--- src/rtl/probe_bank_core.sv ---
// probe_bank_core: bus-mapped bank of NUM_IN input probes and NUM_OUT output
// probes on the 16-bit host bus, with capture control, a wrapping 16-bit
// capture counter and optional sticky per-channel change flags.
// Optional feature macro: PROBE_CHANGE_FLAGS_EN builds the CHG register at
// offset 2; without it offset 2 reads 0 and writes to it are ignored.
// Bus transactions pass through with one cycle of latency; in-range valid
// reads have their data replaced by the addressed register value.

module probe_bank_core #(
    parameter logic [15:0] BASE_ADDR = 16'd0,
    parameter int          NUM_IN    = 4,
    parameter int          IN_WIDTH  = 32,
    parameter int          NUM_OUT   = 2,
    parameter int          OUT_WIDTH = 16,
    localparam int         OUT_BITS  = (NUM_OUT > 0) ? NUM_OUT * OUT_WIDTH : 1
) (
    input  logic                       clk,
    input  logic                       rst_n,
    input  logic [NUM_IN*IN_WIDTH-1:0] probes_in,
    output logic [OUT_BITS-1:0]        probes_out,
    input  logic [15:0]                addr_i,
    input  logic [15:0]                data_i,
    input  logic                       rw_i,
    input  logic                       valid_i,
    output logic [15:0]                addr_o,
    output logic [15:0]                data_o,
    output logic                       rw_o,
    output logic                       valid_o
);

    localparam int IN_BITS   = NUM_IN * IN_WIDTH;
    localparam int WPC       = (IN_WIDTH + 15) / 16;     // bus words per input channel
    localparam int PAD_WIDTH = WPC * 16;                 // channel width rounded up to words
    localparam int IN_START  = 3;
    localparam int OUT_START = IN_START + NUM_IN * WPC;
    localparam int SPAN      = OUT_START + NUM_OUT;

    localparam logic [15:0] OFF_CTRL   = 16'd0;
    localparam logic [15:0] OFF_CAPCNT = 16'd1;
    localparam logic [15:0] OFF_CHG    = 16'd2;

    // Address decode
    logic [16:0] addr_diff;
    logic [15:0] off;
    logic        hit;
    logic        rd_hit;
    logic        wr_hit;
    logic        ctrl_wr;
    logic        cap;

    // Registered state
    logic                 strobe_q, strobe_d;
    logic                 pulse_pending_q, pulse_pending_d;
    logic [15:0]          capcnt_q, capcnt_d;
    logic [IN_BITS-1:0]   in_buf_q, in_buf_d;
    logic [OUT_BITS-1:0]  out_buf_q, out_buf_d;
    logic [OUT_BITS-1:0]  probes_out_q, probes_out_d;
    logic [15:0]          addr_q, addr_d;
    logic [15:0]          data_q, data_d;
    logic                 rw_q, rw_d;
    logic                 valid_q, valid_d;

    // Read path helpers
    logic [NUM_IN*PAD_WIDTH-1:0] in_pad;
    logic [15:0]                 rdata;

    // A 17-bit difference lets addresses below BASE_ADDR fall out of range cleanly.
    assign addr_diff = {1'b0, addr_i} - {1'b0, BASE_ADDR};
    assign off       = addr_diff[15:0];
    assign hit       = valid_i && !addr_diff[16] && (off < 16'(SPAN));
    assign rd_hit    = hit && !rw_i;
    assign wr_hit    = hit && rw_i;
    assign ctrl_wr   = wr_hit && (off == OFF_CTRL);
    assign cap       = strobe_q || pulse_pending_q;

    // CTRL: STROBE is a level; PULSE arms exactly one capture on the next edge.
    always_comb begin
        // NOTE: every combinational output gets a default first so no path can infer a latch.
        strobe_d = strobe_q;
        if (ctrl_wr) begin
            strobe_d = data_i[0];
        end
        // A pending pulse always captures on the following edge, so it only
        // ever lives for one cycle and never needs to be held.
        pulse_pending_d = ctrl_wr && data_i[1];
    end

    // Capture datapath and output-buffer writes; a same-edge write is seen by
    // probes_out only on the next capture because the capture copies out_buf_q.
    always_comb begin
        in_buf_d     = in_buf_q;
        out_buf_d    = out_buf_q;
        probes_out_d = probes_out_q;
        capcnt_d     = capcnt_q;
        if (cap) begin
            in_buf_d     = probes_in;
            probes_out_d = out_buf_q;
            capcnt_d     = capcnt_q + 16'd1;
        end
        for (int j = 0; j < NUM_OUT; j++) begin
            if (wr_hit && (off == 16'(OUT_START + j))) begin
                out_buf_d[j*OUT_WIDTH +: OUT_WIDTH] = data_i[OUT_WIDTH-1:0];
            end
        end
    end

`ifdef PROBE_CHANGE_FLAGS_EN
    logic [NUM_IN-1:0] chg_q, chg_d, chg_set;

    // Sticky change flags: W1C first, then capture sets so a same-edge set wins.
    always_comb begin
        chg_set = '0;
        for (int i = 0; i < NUM_IN; i++) begin
            chg_set[i] = probes_in[i*IN_WIDTH +: IN_WIDTH] != in_buf_q[i*IN_WIDTH +: IN_WIDTH];
        end
        chg_d = chg_q;
        if (wr_hit && (off == OFF_CHG)) begin
            chg_d = chg_d & ~data_i[NUM_IN-1:0];
        end
        if (cap) begin
            chg_d = chg_d | chg_set;
        end
    end

    // Change flag register.
    always_ff @(posedge clk or negedge rst_n) begin
        if (!rst_n) begin
            chg_q <= '0;
        end else begin
            chg_q <= chg_d;
        end
    end
`endif

    // Zero-extend each input channel to a whole number of bus words.
    always_comb begin
        in_pad = '0;
        for (int i = 0; i < NUM_IN; i++) begin
            in_pad[i*PAD_WIDTH +: IN_WIDTH] = in_buf_q[i*IN_WIDTH +: IN_WIDTH];
        end
    end

    // Register read mux; reflects state before the edge that returns it.
    always_comb begin
        rdata = '0;
        if (off == OFF_CTRL) begin
            rdata[0] = strobe_q;
        end
        if (off == OFF_CAPCNT) begin
            rdata = capcnt_q;
        end
`ifdef PROBE_CHANGE_FLAGS_EN
        if (off == OFF_CHG) begin
            rdata[NUM_IN-1:0] = chg_q;
        end
`endif
        for (int k = 0; k < NUM_IN * WPC; k++) begin
            if (off == 16'(IN_START + k)) begin
                rdata = in_pad[k*16 +: 16];
            end
        end
        for (int j = 0; j < NUM_OUT; j++) begin
            if (off == 16'(OUT_START + j)) begin
                rdata[OUT_WIDTH-1:0] = out_buf_q[j*OUT_WIDTH +: OUT_WIDTH];
            end
        end
    end

    // Bus pass-through; only in-range valid reads have their data replaced.
    always_comb begin
        addr_d  = addr_i;
        data_d  = rd_hit ? rdata : data_i;
        rw_d    = rw_i;
        valid_d = valid_i;
    end

    // State register for control, buffers, counter and bus outputs.
    always_ff @(posedge clk or negedge rst_n) begin
        if (!rst_n) begin
            // NOTE: the probe buffers are cleared too, since they are observable on the bus and probes_out right after reset.
            strobe_q        <= 1'b0;
            pulse_pending_q <= 1'b0;
            capcnt_q        <= '0;
            in_buf_q        <= '0;
            out_buf_q       <= '0;
            probes_out_q    <= '0;
            addr_q          <= '0;
            data_q          <= '0;
            rw_q            <= 1'b0;
            valid_q         <= 1'b0;
        end else begin
            // NOTE: non-blocking assignments so every flop samples pre-edge values.
            strobe_q        <= strobe_d;
            pulse_pending_q <= pulse_pending_d;
            capcnt_q        <= capcnt_d;
            in_buf_q        <= in_buf_d;
            out_buf_q       <= out_buf_d;
            probes_out_q    <= probes_out_d;
            addr_q          <= addr_d;
            data_q          <= data_d;
            rw_q            <= rw_d;
            valid_q         <= valid_d;
        end
    end

    assign probes_out = probes_out_q;
    assign addr_o     = addr_q;
    assign data_o     = data_q;
    assign rw_o       = rw_q;
    assign valid_o    = valid_q;

endmodule

--- config.mk ---
export PLATFORM = sky130hd
export DESIGN_NAME = probe_bank_core
export DESIGN_NICKNAME = d
export VERILOG_FILES = /design/src/rtl/probe_bank_core.sv
export SDC_FILE = /design/constraint.sdc
export NUM_CORES = 1
export LEC_CHECK = 0
export CAP_MARGIN = 25
export CORE_MARGIN = 3
export CORE_UTILIZATION = 30
export CTS_CLUSTER_DIAMETER = 100
export DETAILED_ROUTE_END_ITERATION = 12
export DONT_BUFFER_PORTS = 1
export PLACE_DENSITY = 0.45
export SETUP_SLACK_MARGIN = 0.05
export SLEW_MARGIN = 20
export SYNTH_ARGS = -nofsm -noshare
export SYNTH_HDL_FRONTEND = slang
export SYNTH_SLANG_ARGS = --single-unit
--- constraint.sdc ---
create_clock -name clk -period 4.9 [get_ports clk]
set_clock_uncertainty 0.15 [all_clocks]
set_input_delay 0.735 -clock clk [delete_from_list [all_inputs] [get_ports clk]]
set_output_delay 0.735 -clock clk [all_outputs]
set_load 0.005 [all_outputs]
# == After elaboration in Yosys (flattened, before gate mapping) ==
# Index checks and enable logic that the tools add are counted.
# word_totals
regBits,244
latch_bits,0
mem_bits_rw,0
romBits,0
inputBits,164
mem_count,0
# classes
addsub,1
multipliers,0
n_div,0
order_cmp,1
eq_ne,11
n_shift,0
n_mux,13
n_bitwise,0
n_reduce_logical,10
# ops
op,count
$mux W16,12
$eq A16 B4 Y1 const B,5
$eq A16 B3 Y1 const B,4
$add A16 B1 Y16 const B,1
$eq A16 B1 Y1 const B,1
$eq A16 B2 Y1 const B,1
$logic_not A16 Y1,1
$lt A16 B4 Y1 const B,1
$logic_and A1 B1 Y1,7
$logic_not A1 Y1,1
$logic_or A1 B1 Y1,1
$mux W1,1

# == Longest topological paths before layout ==
# depth
depth_word,14
mapped_depth,9

# == Worst setup path before layout ==
# Ideal clock, no wire load.
# synth_path
path_kind,input to register
startpoint,input addr_i[12]
endpoint,register out_buf_q[10]
t_arrival_ns,2.681
path_slack_ns,1.944
stages,7
path_cell_list,or4_1 -> clkbuf_1 -> nor4_4 -> nand2_2 -> nor3_4 -> buf_6 -> mux2_2
# synth_between
elab_chain_cells,4
word_cells_on_any_way,5
# synth_rtl
item,line,source
"start, declared",21,"input logic [15:0] addr_i,"
$lt A16 B4 Y1,70,assign hit = valid_i && !addr_diff[16] && (off < 16'(SPAN));
$logic_and A1 B1 Y1,70,
$logic_and A1 B1 Y1,72,assign wr_hit = hit && rw_i;
$logic_and A1 B1 Y1 (*),101,if (wr_hit && (off == 16'(OUT_START + j))) begin
"end signal, assigned",197,out_buf_q <= out_buf_d;
"end, declared",56,"logic [OUT_BITS-1:0] out_buf_q, out_buf_d;"
# Every way passes the cells marked *; elsewhere a longest branch is shown, timed or not.
# A chain may end at the register's enable or synchronous reset.

# == Worst setup path after layout ==
# layout_path
startpoint,input addr_i[12]
endpoint,register out_buf_q[1]
# The elaborated chain is that of the path after synthesis.

==> run summary <==
Status: finished, violations left
Failing checks: negative hold slack
CTS Root Buffer Type: clkbuf_16
Fmax: 335 MHz
Clock Latency Late Sink: 0.56 ns
Core ar.: 0.0357 mm2
RSZ-0062 raised after global routing: false
Final hold viol count: 244
Routed wire per std cell: 22.4 um
Fraction of layout cells with a size suffix above 1: 11.1%
Max H-tree Level: 1
Num CTS Buffers: 29
Row Count: 69
Final ANT Viol Nets: 0
Die area: 0.0387 mm2
VDD IR-drop max: 314 uV
Reg2reg end: in_buf_q[85]
Vias in the first global route: 8,144
Static Leak: 5.39 nW
Cells after synthesis: 1,153
Final period util: 61.0%
First-pass GRT wire length: 53,700 um
Port bufs: 0
Max-slew headroom: 28.5%
Post-CTS setup buffer count: 0
Seq pwr share: 48.7%
Clock Tree Buf Depth: 3
Die Y: 197 um
Synth area leaders: dfrtp_1 56%, nand2_1 17%, mux2_2 4.1%
GR Overflow Total: 0
Pint: 3.28 mW
Total Routed Length: 36,100 um
Post-synth EDFFs: 0
Die width: 197 um
Worst-margin pin slew: 1.06 ns
Final setup violating endpoints: 0
Initial DRC count: 697
Depth of the most critical reg-to-reg path: 4
Fin util: 34.1%
RR Startpoint: strobe_q
Post-synth ARST share: 100%
Seq/Total Area, Yosys: 56.0%
Area growth syn-to-layout: 11.8%
Largest family of logic cells by synthesized area: simple AND/OR/NAND/NOR gates
Largest net degree at the start of global routing: 245
CP Launch Type: input port
Clock slew at reported path FFs: 0.06 ns
Ports: 230
Crit-path max FO: 16
DR DRC count: 0
Yosys warnings: 0
PD cells: 345 mW/mm2
Most frequent cells after synthesis: 505 x nand2_1, 244 x dfrtp_1, 50 x clkbuf_1
Hpwl dp: 25,500 um
Clk pwr share: 49.4%
Worst setup path endpoint: out_buf_q[1]
Drt pass-1 iters: 5
Area of the multi-input gates: 0.00451 mm2
Crit Path Category: input port to flop
Mean post-synth cell area: 9.46 um2
Critical Path AT: 3.27 ns
Synth Area in Adders: 0.115%
Xor/xnor share of the synthesized area: 1.20%
MaxCap Viol Count: 0
Resize count post-CTS: 0
Flops & latches, synth: 244
Final slew viol count: 0
Top cell type's share of synthesized area: 56.0%
Critical Path RT: 5.19 ns
Final Critical Period: 2.99 ns
Worst Hold Slack: -0.269 ns
Kind of end point of the critical path: flop
Synth Area in Compound Gates: 8.83%
Simple-gate share of the synthesized area: 24.3%
Ant. Diodes: 0
Sw frac: 22.0%
Post-DR vias/cell: 5.11
Post-synth cell types: 63
Main synth FF type: dfrtp_1
Routability cong.: 0.873
CTS tree: built
Register area: 0.00611 mm2
Flop2flop setup slack: 2.51 ns
Clock Sinks: 244
Net switching power: 0.925 mW
Synth area leader: dfrtp_1
Path type of the worst min-delay path: input port to async pin
Portion of netlist area occupied by mux cells: 6.86%
Initial antenna violation count: 2
Syn Nets: 1,318
Critical path startpoint: addr_i[12]
Layout Nets: 1,292
Post-route setup TNS: 0 ns
Initial Utilization: 30.5%
Count leader, synth: nand2_1
GRT Util Overall: 18.3%
Fill cells: 3,780
Logic pwr share: 1.9%
Synthesized area: 0.0109 mm2
Via count: 8,224
==> state kept, by name, summed over array words and instances (netlist names), 16 cells and up <==
signal      count
in_buf_q      128
out_buf_q      32
probes_out     32
addr_o         16
capcnt_q       16
data_o         16
==> final cells by class <==
type,instances,area share [%]
flip-flops and latches,244,50.0
multi-input cells,839,37.0
clock buffers,45,7.10
well taps,461,4.73
repair buffers,10,0.615
clock inverters,7,0.431
inverters,3,0.0923
==> power groups by stage <==
| stage | Combinational [mW] | Clock (mW) | Sequential (mW) |
|---|---|---|---|
| finish | 0.0806 | 2.08 | 2.05 |
| global route | 0.0875 | 2.21 | 2.05 |
| CTS | 0.0805 | 2.14 | 2.05 |
| detailed placement | 0.0801 | 0 | 2.09 |
| global placement | 0.0799 | 0 | 2.09 |
| floorplan | 0.0765 | 0 | 2.08 |
==> worst min path at each step <==
stage	start	end	slack, ns
final	rst_n	probes_out[7]	-0.27
after global routing	rst_n	probes_out[7]	-0.29
after CTS	rst_n	in_buf_q[111]	-0.30
after detailed placement	rst_n	probes_out[7]	0.30
after global placement	rst_n	probes_out[8]	0.30
after floorplan	in_buf_q[86]	in_buf_q[86]	0.28
==> critical path: stages <==
cell and delay, ns:
or4_1 0.71, nor4_4 0.43, nand2_2 0.17, nor3_4 0.79, mux2_2 0.42
==> through the flow <==
stage,setup slack [ns],std cells,area [um2],power (mW)
after floorplan,1.94,1153,10900,2.16
after global placement,1.40,1557,11300,2.17
after detailed placement,1.37,1557,11300,2.17
after CTS,1.95,1609,12200,4.27
after global routing,1.82,1609,12200,4.35
final,1.91,1609,12200,4.21
==> cells in the final DEF, fill, tap and decap left out, types with 5 or more instances in the layout <==
cell       Yosys  final
a21o_1         6      6
a21oi_1       37     37
a221o_1        8      8
a221oi_1       8      8
and3_1         7      7
buf_4          1     10
clkbuf_1      50      8
clkbuf_16      0     29
clkbuf_8       0      8
dfrtp_1      244    244
mux2_2        40     40
mux2i_1       14     14
mux4_2         7      7
nand2_1      505    505
nand2b_1       5      5
nand3_1       16     16
nand4_1        7      7
nor2_1        38     37
nor3_1        14     14
nor4_1         6      6
o211ai_1       6      6
o21ai_0       21     21
o221ai_1       6      6
o22ai_2       10     10
xnor2_1       13     13
==> metal layers <==
| metal | vias up | track usage [%] | wire length, um |
|---|---|---|---|
| met1 | 4055 | 26.8 | 16800 |
| met4 | 0 | 4.44 | 860 |
| met2 | 301 | 27.3 | 15700 |
| li1 | 3816 | - | - |
| met3 | 52 | 4.67 | 2710 |
| met5 | - | 0 | 0 |
==> kinds of logic after synthesis <==
logic type	after synthesis
multiplexers	61
AO/OA/AOI/OAI	133
XOR/XNOR	15
adder cells (fa/ha/maj)	1
buffers and inverters	70
flip-flops	244
AND/OR/NAND/NOR	629
Note: power is estimated with default switching activity, not from simulation.
